### config.mk
export PLATFORM = sky130hd
export DESIGN_NAME = tile_instruction_scheduler
export DESIGN_NICKNAME = d
export VERILOG_FILES = /design/src/rtl/mm_pkg.sv /design/src/rtl/tile_instruction_scheduler.sv
export SDC_FILE = /design/constraint.sdc
export NUM_CORES = 1
export LEC_CHECK = 0
export CAP_MARGIN = 10
export CORE_MARGIN = 5
export CORE_UTILIZATION = 45
export CTS_BUF_LIST = sky130_fd_sc_hd__clkbuf_4 sky130_fd_sc_hd__clkbuf_8
export DETAILED_ROUTE_END_ITERATION = 10
export HOLD_SLACK_MARGIN = 0.05
export PLACE_DENSITY = 0.71
export RECOVER_POWER = 100
export SLEW_MARGIN = 20
export SYNTH_ARGS = -nofsm -noshare
export SYNTH_HDL_FRONTEND = slang
export SYNTH_SLANG_ARGS = --single-unit
export TNS_END_PERCENT = 5
### constraint.sdc
create_clock -name clk -period 3.6 [get_ports clk]
set_input_delay 0.72 -clock clk [delete_from_list [all_inputs] [get_ports clk]]
set_output_delay 0.72 -clock clk [all_outputs]
set_load 0.05 [all_outputs]
### src/rtl/mm_pkg.sv
// Shared matrix-multiply types: scheduler state encoding, buffer instruction
// record and the default width constants used by the buffers and the controller.
package mm_pkg;

   localparam int unsigned MM_N                    = 4;
   localparam int unsigned MM_MEMORY_ADDRESS_BITS  = 64;
   localparam int unsigned MM_MAX_MATRIX_LENGTH    = 4096;
   localparam int unsigned MM_COUNTER_BITS         = $clog2(MM_MAX_MATRIX_LENGTH + 1);
   localparam int unsigned MM_REPEATS_COUNTER_BITS = $clog2(MM_MAX_MATRIX_LENGTH / MM_N + 1);

   typedef enum logic [1:0] {
      IDLE    = 2'd0,
      ISSUE_A = 2'd1,
      ISSUE_B = 2'd2,
      FINISH  = 2'd3
   } mm_state_e;

   typedef struct packed {
      logic [MM_MEMORY_ADDRESS_BITS-1:0]  address;
      logic [MM_COUNTER_BITS-1:0]         length;
      logic [MM_REPEATS_COUNTER_BITS-1:0] repeats;
   } mm_instr_t;

endpackage

### src/rtl/tile_instruction_scheduler.sv
// Walks the output tile grid of one GEMM job (row outer, column inner) and issues A/B buffer
// instructions. Optional stall counter output: TILE_INSTRUCTION_SCHEDULER_STALL_COUNT_EN.
module tile_instruction_scheduler
   import mm_pkg::*;
#(
   parameter int unsigned N                    = MM_N,
   parameter int unsigned MEMORY_ADDRESS_BITS  = MM_MEMORY_ADDRESS_BITS,
   parameter int unsigned MAX_MATRIX_LENGTH    = MM_MAX_MATRIX_LENGTH,
   parameter int unsigned COUNTER_BITS         = $clog2(MAX_MATRIX_LENGTH + 1),
   parameter int unsigned REPEATS_COUNTER_BITS = $clog2(MAX_MATRIX_LENGTH / N + 1)
) (
   input  logic                            clk,
   input  logic                            reset,
   input  logic                            job_valid,
   output logic                            job_ready,
   input  logic [MEMORY_ADDRESS_BITS-1:0]  job_a_base,
   input  logic [MEMORY_ADDRESS_BITS-1:0]  job_b_base,
   input  logic [COUNTER_BITS-1:0]         job_k_length,
   input  logic [REPEATS_COUNTER_BITS-1:0] job_row_tiles,
   input  logic [REPEATS_COUNTER_BITS-1:0] job_col_tiles,
   output logic                            a_instruction_valid,
   input  logic                            a_instruction_ready,
   output logic [MEMORY_ADDRESS_BITS-1:0]  a_address,
   output logic [COUNTER_BITS-1:0]         a_length,
   output logic [REPEATS_COUNTER_BITS-1:0] a_repeats,
   output logic                            b_instruction_valid,
   input  logic                            b_instruction_ready,
   output logic [MEMORY_ADDRESS_BITS-1:0]  b_address,
   output logic [COUNTER_BITS-1:0]         b_length,
   output logic [REPEATS_COUNTER_BITS-1:0] b_repeats,
   output logic                            busy,
   output logic                            job_done
`ifdef TILE_INSTRUCTION_SCHEDULER_STALL_COUNT_EN
   ,
   output logic [31:0]                     stall_cycles
`endif
);

   mm_state_e                         state_q, state_d;
   mm_instr_t                         a_instr_q, a_instr_d;
   mm_instr_t                         b_instr_q, b_instr_d;
   logic [MEMORY_ADDRESS_BITS-1:0]    stride_q, stride_d;
   logic [MEMORY_ADDRESS_BITS-1:0]    b_base_q, b_base_d;
   logic [REPEATS_COUNTER_BITS-1:0]   row_tiles_q, row_tiles_d;
   logic [REPEATS_COUNTER_BITS-1:0]   row_idx_q, row_idx_d;
   logic [REPEATS_COUNTER_BITS-1:0]   col_idx_q, col_idx_d;
   logic                              a_vld_q, a_vld_d;
   logic                              b_vld_q, b_vld_d;
   logic                              busy_q, busy_d;
   logic                              done_q, done_d;
   logic                              ready_q, ready_d;
   logic                              capture;
   logic                              degenerate;
   logic                              last_col;
   logic                              last_row;

   assign capture    = (state_q == IDLE) && job_valid && ready_q;
   assign degenerate = (job_k_length == '0) || (job_row_tiles == '0) || (job_col_tiles == '0);
   // a_instr_q.repeats doubles as the latched column-tile count.
   assign last_col   = (col_idx_q == a_instr_q.repeats - REPEATS_COUNTER_BITS'(1));
   assign last_row   = (row_idx_q == row_tiles_q - REPEATS_COUNTER_BITS'(1));

   always_comb begin
      state_d     = state_q;
      a_instr_d   = a_instr_q;
      b_instr_d   = b_instr_q;
      stride_d    = stride_q;
      b_base_d    = b_base_q;
      row_tiles_d = row_tiles_q;
      row_idx_d   = row_idx_q;
      col_idx_d   = col_idx_q;
      a_vld_d     = a_vld_q;
      b_vld_d     = b_vld_q;
      busy_d      = busy_q;
      done_d      = 1'b0;
      ready_d     = ready_q;
      case (state_q)
         IDLE: begin
            if (capture) begin
               a_instr_d.address = job_a_base;
               a_instr_d.length  = job_k_length;
               a_instr_d.repeats = job_col_tiles;
               b_instr_d.address = job_b_base;
               b_instr_d.length  = job_k_length;
               b_instr_d.repeats = REPEATS_COUNTER_BITS'(1);
               stride_d          = MEMORY_ADDRESS_BITS'(job_k_length) * MEMORY_ADDRESS_BITS'(N);
               b_base_d          = job_b_base;
               row_tiles_d       = job_row_tiles;
               row_idx_d         = '0;
               col_idx_d         = '0;
               busy_d            = 1'b1;
               ready_d           = 1'b0;
               if (degenerate) begin
                  state_d = FINISH;
                  done_d  = 1'b1;
               end else begin
                  state_d = ISSUE_A;
                  a_vld_d = 1'b1;
               end
            end
         end
         ISSUE_A: begin
            if (a_instruction_ready) begin
               a_vld_d = 1'b0;
               b_vld_d = 1'b1;
               state_d = ISSUE_B;
            end
         end
         ISSUE_B: begin
            if (b_instruction_ready) begin
               if (!last_col) begin
                  col_idx_d         = col_idx_q + REPEATS_COUNTER_BITS'(1);
                  b_instr_d.address = b_instr_q.address + stride_q;
               end else if (last_row) begin
                  b_vld_d = 1'b0;
                  done_d  = 1'b1;
                  state_d = FINISH;
               end else begin
                  // Next row-tile: A advances one stride, B rewinds to the first column.
                  b_vld_d           = 1'b0;
                  a_vld_d           = 1'b1;
                  row_idx_d         = row_idx_q + REPEATS_COUNTER_BITS'(1);
                  col_idx_d         = '0;
                  a_instr_d.address = a_instr_q.address + stride_q;
                  b_instr_d.address = b_base_q;
                  state_d           = ISSUE_A;
               end
            end
         end
         FINISH: begin
            state_d = IDLE;
            busy_d  = 1'b0;
            ready_d = 1'b1;
         end
         default: state_d = IDLE;
      endcase
   end

   always_ff @(posedge clk or negedge reset) begin
      if (!reset) begin
         state_q     <= IDLE;
         a_instr_q   <= '0;
         b_instr_q   <= '0;
         stride_q    <= '0;
         b_base_q    <= '0;
         row_tiles_q <= '0;
         row_idx_q   <= '0;
         col_idx_q   <= '0;
         a_vld_q     <= 1'b0;
         b_vld_q     <= 1'b0;
         busy_q      <= 1'b0;
         done_q      <= 1'b0;
         ready_q     <= 1'b1;
      end else begin
         state_q     <= state_d;
         a_instr_q   <= a_instr_d;
         b_instr_q   <= b_instr_d;
         stride_q    <= stride_d;
         b_base_q    <= b_base_d;
         row_tiles_q <= row_tiles_d;
         row_idx_q   <= row_idx_d;
         col_idx_q   <= col_idx_d;
         a_vld_q     <= a_vld_d;
         b_vld_q     <= b_vld_d;
         busy_q      <= busy_d;
         done_q      <= done_d;
         ready_q     <= ready_d;
      end
   end

   assign job_ready           = ready_q;
   assign busy                = busy_q;
   assign job_done            = done_q;
   assign a_instruction_valid = a_vld_q;
   assign a_address           = a_instr_q.address;
   assign a_length            = a_instr_q.length;
   assign a_repeats           = a_instr_q.repeats;
   assign b_instruction_valid = b_vld_q;
   assign b_address           = b_instr_q.address;
   assign b_length            = b_instr_q.length;
   assign b_repeats           = b_instr_q.repeats;

`ifdef TILE_INSTRUCTION_SCHEDULER_STALL_COUNT_EN
   logic [31:0] stall_q, stall_d;

   always_comb begin
      stall_d = stall_q;
      if (capture) begin
         stall_d = '0;
      end else if (((a_vld_q && !a_instruction_ready) || (b_vld_q && !b_instruction_ready))
                   && (stall_q != '1)) begin
         stall_d = stall_q + 32'd1;
      end
   end

   always_ff @(posedge clk or negedge reset) begin
      if (!reset) stall_q <= '0;
      else        stall_q <= stall_d;
   end

   assign stall_cycles = stall_q;
`endif

endmodule

==> flow_summary.ini <==
[route]
drtIter0Drc = 1111
wl_mm = 56.0
vias = 16184
via_per_inst = 5.94
drc_errors = 0
ant_nets = 0
firstDrtPassIters = 7
wl_per_cell_um = 20.5

[cts]
cts.sinks = 257
clkSlewWorstSetupHoldPaths_ns = 0.06
clockBufferDepth = 3
clk_latency_ns = 0.62
postCtsSetupBuffers = 0
cts-htree-levels = 2
cts_tree = done
ctsRootBufferMaster = clkbuf_8
numCtsBuffers = 48

[job]
drv_cap = 1

[yosys]
synth_largest_area_cell = dfrtp_1
ys_warn_count = 0
synth_seq_area_share = 0.407
synth_area_um2 = 15800
synth-async-reset-ratio = 1.00
synthCells = 1911
synth_cell_types = 93
synth_ff_type = dfrtp_1
ys_seq_elements = 257
synth_edf_count = 0
synth_area_leaders = dfrtp_1, nand2_1, a21oi_1
syn_avg_cell_area_um2 = 8.28
netlist.area_leader.share = 0.405

[worst_setup_path]
worstReg2RegEnd = b_address[39]
r2r_slack_ns = 0.15
path_cells = inv_1, ha_1, o21ba_2, o311ai_1, o21ai_0, o2111a_2, and2_4, clkbuf_4, a32oi_1, a21bo_2, a22o_1
end_kind = register
critPathTopFamily = compound AO/OA/AOI/OAI gates
critPathSlowestCell = dfrtp_1
crit_required_ns = 4.10
worst_ep_arrival_time_ns = 3.95
max_stage_delay_ns = 0.48
worstSetupPathType = register to register
startpoint_type = register
crit_fanout = 34
crit_buf_inv = 2
r2r_cells = 11
r2r-start = a_repeats[1]

[global_route]
grt_pass1_vias = 16047
grt_overflow_total = 0
grt_pass1_wl_mm = 88.5
grt_max_degree = 95
grt_usage = 0.278
antenna_found_initial = 2

[timing]
period_minus_slack_ns = 3.45
setup_tns_ns = 0
fin_hold_ws_ns = 0.458
setup_viol = 0
drv_slew = 75
worst_pin_slew_ns = 2.26
finClkSkew_ns = 0.0126
rsz0062_at_grt = false
max_freq_mhz = 290
setup_slack_ns = 0.149
period_share = 0.959
hold_viol = 0
relSlewSlack = -0.506

[power_and_ir_drop]
p_total_mw = 17.8
peakVddDrop_mv = 0.600
p_leak_nw = 9.14
pwr_density_cell_nw_per_um2 = 861

[floorplan]
die_h_um = 197
rows = 68
die_x_um = 197
io_pins = 349
initial_core_util = 0.457
core_um2 = 34600
dieArea_um2 = 39000

[layout]
syn2layout_area_growth_pct = 30.6
fill_cells = 3048
drive_gt1_frac = 0.0838
stdcell_count = 2725
final_core_util = 0.597
fin_nets = 2428
final_cell_area_um2 = 20700

[hold_path]
whs_path_depth = 1
min_path_type = register to register
hp-start = b_repeats[0]
hold_end = b_repeats[0]

[place]
place_area_um2 = 19600
place_congestion = 0.923
hpwl_mm = 39.5
dp_cells = 2632
dp_slack_ns = 0.215
io_buffers = 338

[status]
status = complete, but fails checks
violations = max-capacitance violations, max-slew violations
-- worst register-to-register path, stage by stage (launching register included) --
cell	delay (ns)
dfrtp_1	0.48
inv_1	0.12
ha_1	0.36
o21ba_2	0.23
o311ai_1	0.22
o21ai_0	0.15
o2111a_2	0.40
and2_4	0.23
clkbuf_4	0.36
a32oi_1	0.35
a21bo_2	0.25
a22o_1	0.18
-- worst max-delay path by stage --
stage / from / end / depth (start not counted)
3_5_place_dp: stride_q[4] / b_address[61] / 10
6_report: a_repeats[1] / b_address[39] / 11
5_1_grt: a_repeats[1] / b_address[16] / 12
3_3_place_gp: stride_q[4] / b_address[61] / 10
4_1_cts: row_tiles_q[0] / a_address[3] / 11
2_1_floorplan: a_repeats[0] / a_address[60] / 14
-- synth_stat cells (15+ instances only) --
master	n
nand2_1	430
dfrtp_1	256
a21oi_1	143
o21ai_0	128
nor2_1	106
clkbuf_1	72
nand3_1	70
nand4_1	46
inv_1	41
xnor2_1	37
a31oi_1	34
nor3_1	34
ha_1	30
a21o_1	28
a32oi_1	28
o31ai_1	28
buf_2	27
buf_4	27
nor4_1	25
and3_1	21
a22o_1	20
xor2_1	19
a221oi_1	17
or3_1	15
-- metal layers --
layer  track usage  vias up  wire length [µm]
met4         0.104        0              1960
met2         0.445      717             26000
met5             0        -                 0
li1              -     7564                 -
met3        0.0478      110              4440
met1         0.381     7793             23600
-- cells by family (layout without fill, tap and decap cells) --
kind of cell	after synthesis	in the layout	synth area share
other cells	1	12	0.000237
mux	14	14	0.00949
flops	257	257	0.407
buf+inv	182	530	0.0561
compound gates	554	554	0.231
simple gates	814	814	0.238
xor+xnor	57	57	0.0324
fa+ha+maj	32	32	0.0263
-- power breakdown --
| part | switching [mW] | total [mW] | internal [mW] | leakage [nW] |
|---|---|---|---|---|
| logic | 6.49 | 9.79 | 3.30 | 5.21 |
| registers | 1.09 | 4.93 | 3.84 | 3.36 |
| clock network | 1.32 | 3.07 | 1.75 | 0.563 |
-- state kept, by name, summed over array words and instances (netlist names), 2 cells and up --
name	flops
b_address	64
stride_q	13
a_repeats	11
row_idx_q	11
row_tiles_q	11
b_base_q	64
col_idx_q	11
a_address	64
state_q	2
-- layout by cell type (no fill, tap or decap), types with 11 or more instances in the layout --
master           count
a211oi_1            12
a21o_1              28
a21oi_1            142
a221oi_1            17
a22o_1              20
a31oi_1             34
a32oi_1             27
and3_1              21
buf_4               39
clkbuf_4            20
clkbuf_8            63
clkdlybuf4s50_1    165
dfrtp_1            256
dlygate4sd3_1      172
ha_1                30
inv_1               41
nand2_1            430
nand2b_1            11
nand3_1             70
nand4_1             46
nor2_1             104
nor3_1              34
nor4_1              25
o211ai_1            12
o21a_1              12
o21ai_0            131
o22ai_1             13
o31ai_1             29
or3_1               15
xnor2_1             37
xor2_1              19
-- final cells by class --
| class | count | area, µm² | area share |
|---|---|---|---|
| diodes | 2 | 5.00 | 0.000242 |
| repair buffers | 398 | 3900 | 0.189 |
| flip-flops and latches | 257 | 6430 | 0.311 |
| multi-input cells | 1481 | 8540 | 0.414 |
| clock inverters | 9 | 50.0 | 0.00242 |
| inverters | 42 | 158 | 0.00763 |
| well taps | 455 | 569 | 0.0276 |
| clock buffers | 81 | 1000 | 0.0485 |
-- repair_timing --
item / 4_1_cts / 5_1_grt
hold buffers: 0 / 0
endpoints found under the setup margin: 0 / 9
endpoints found under the hold margin: 0 / 0
resized for setup: 0 / 2
Power figures use the tool's default switching activity.
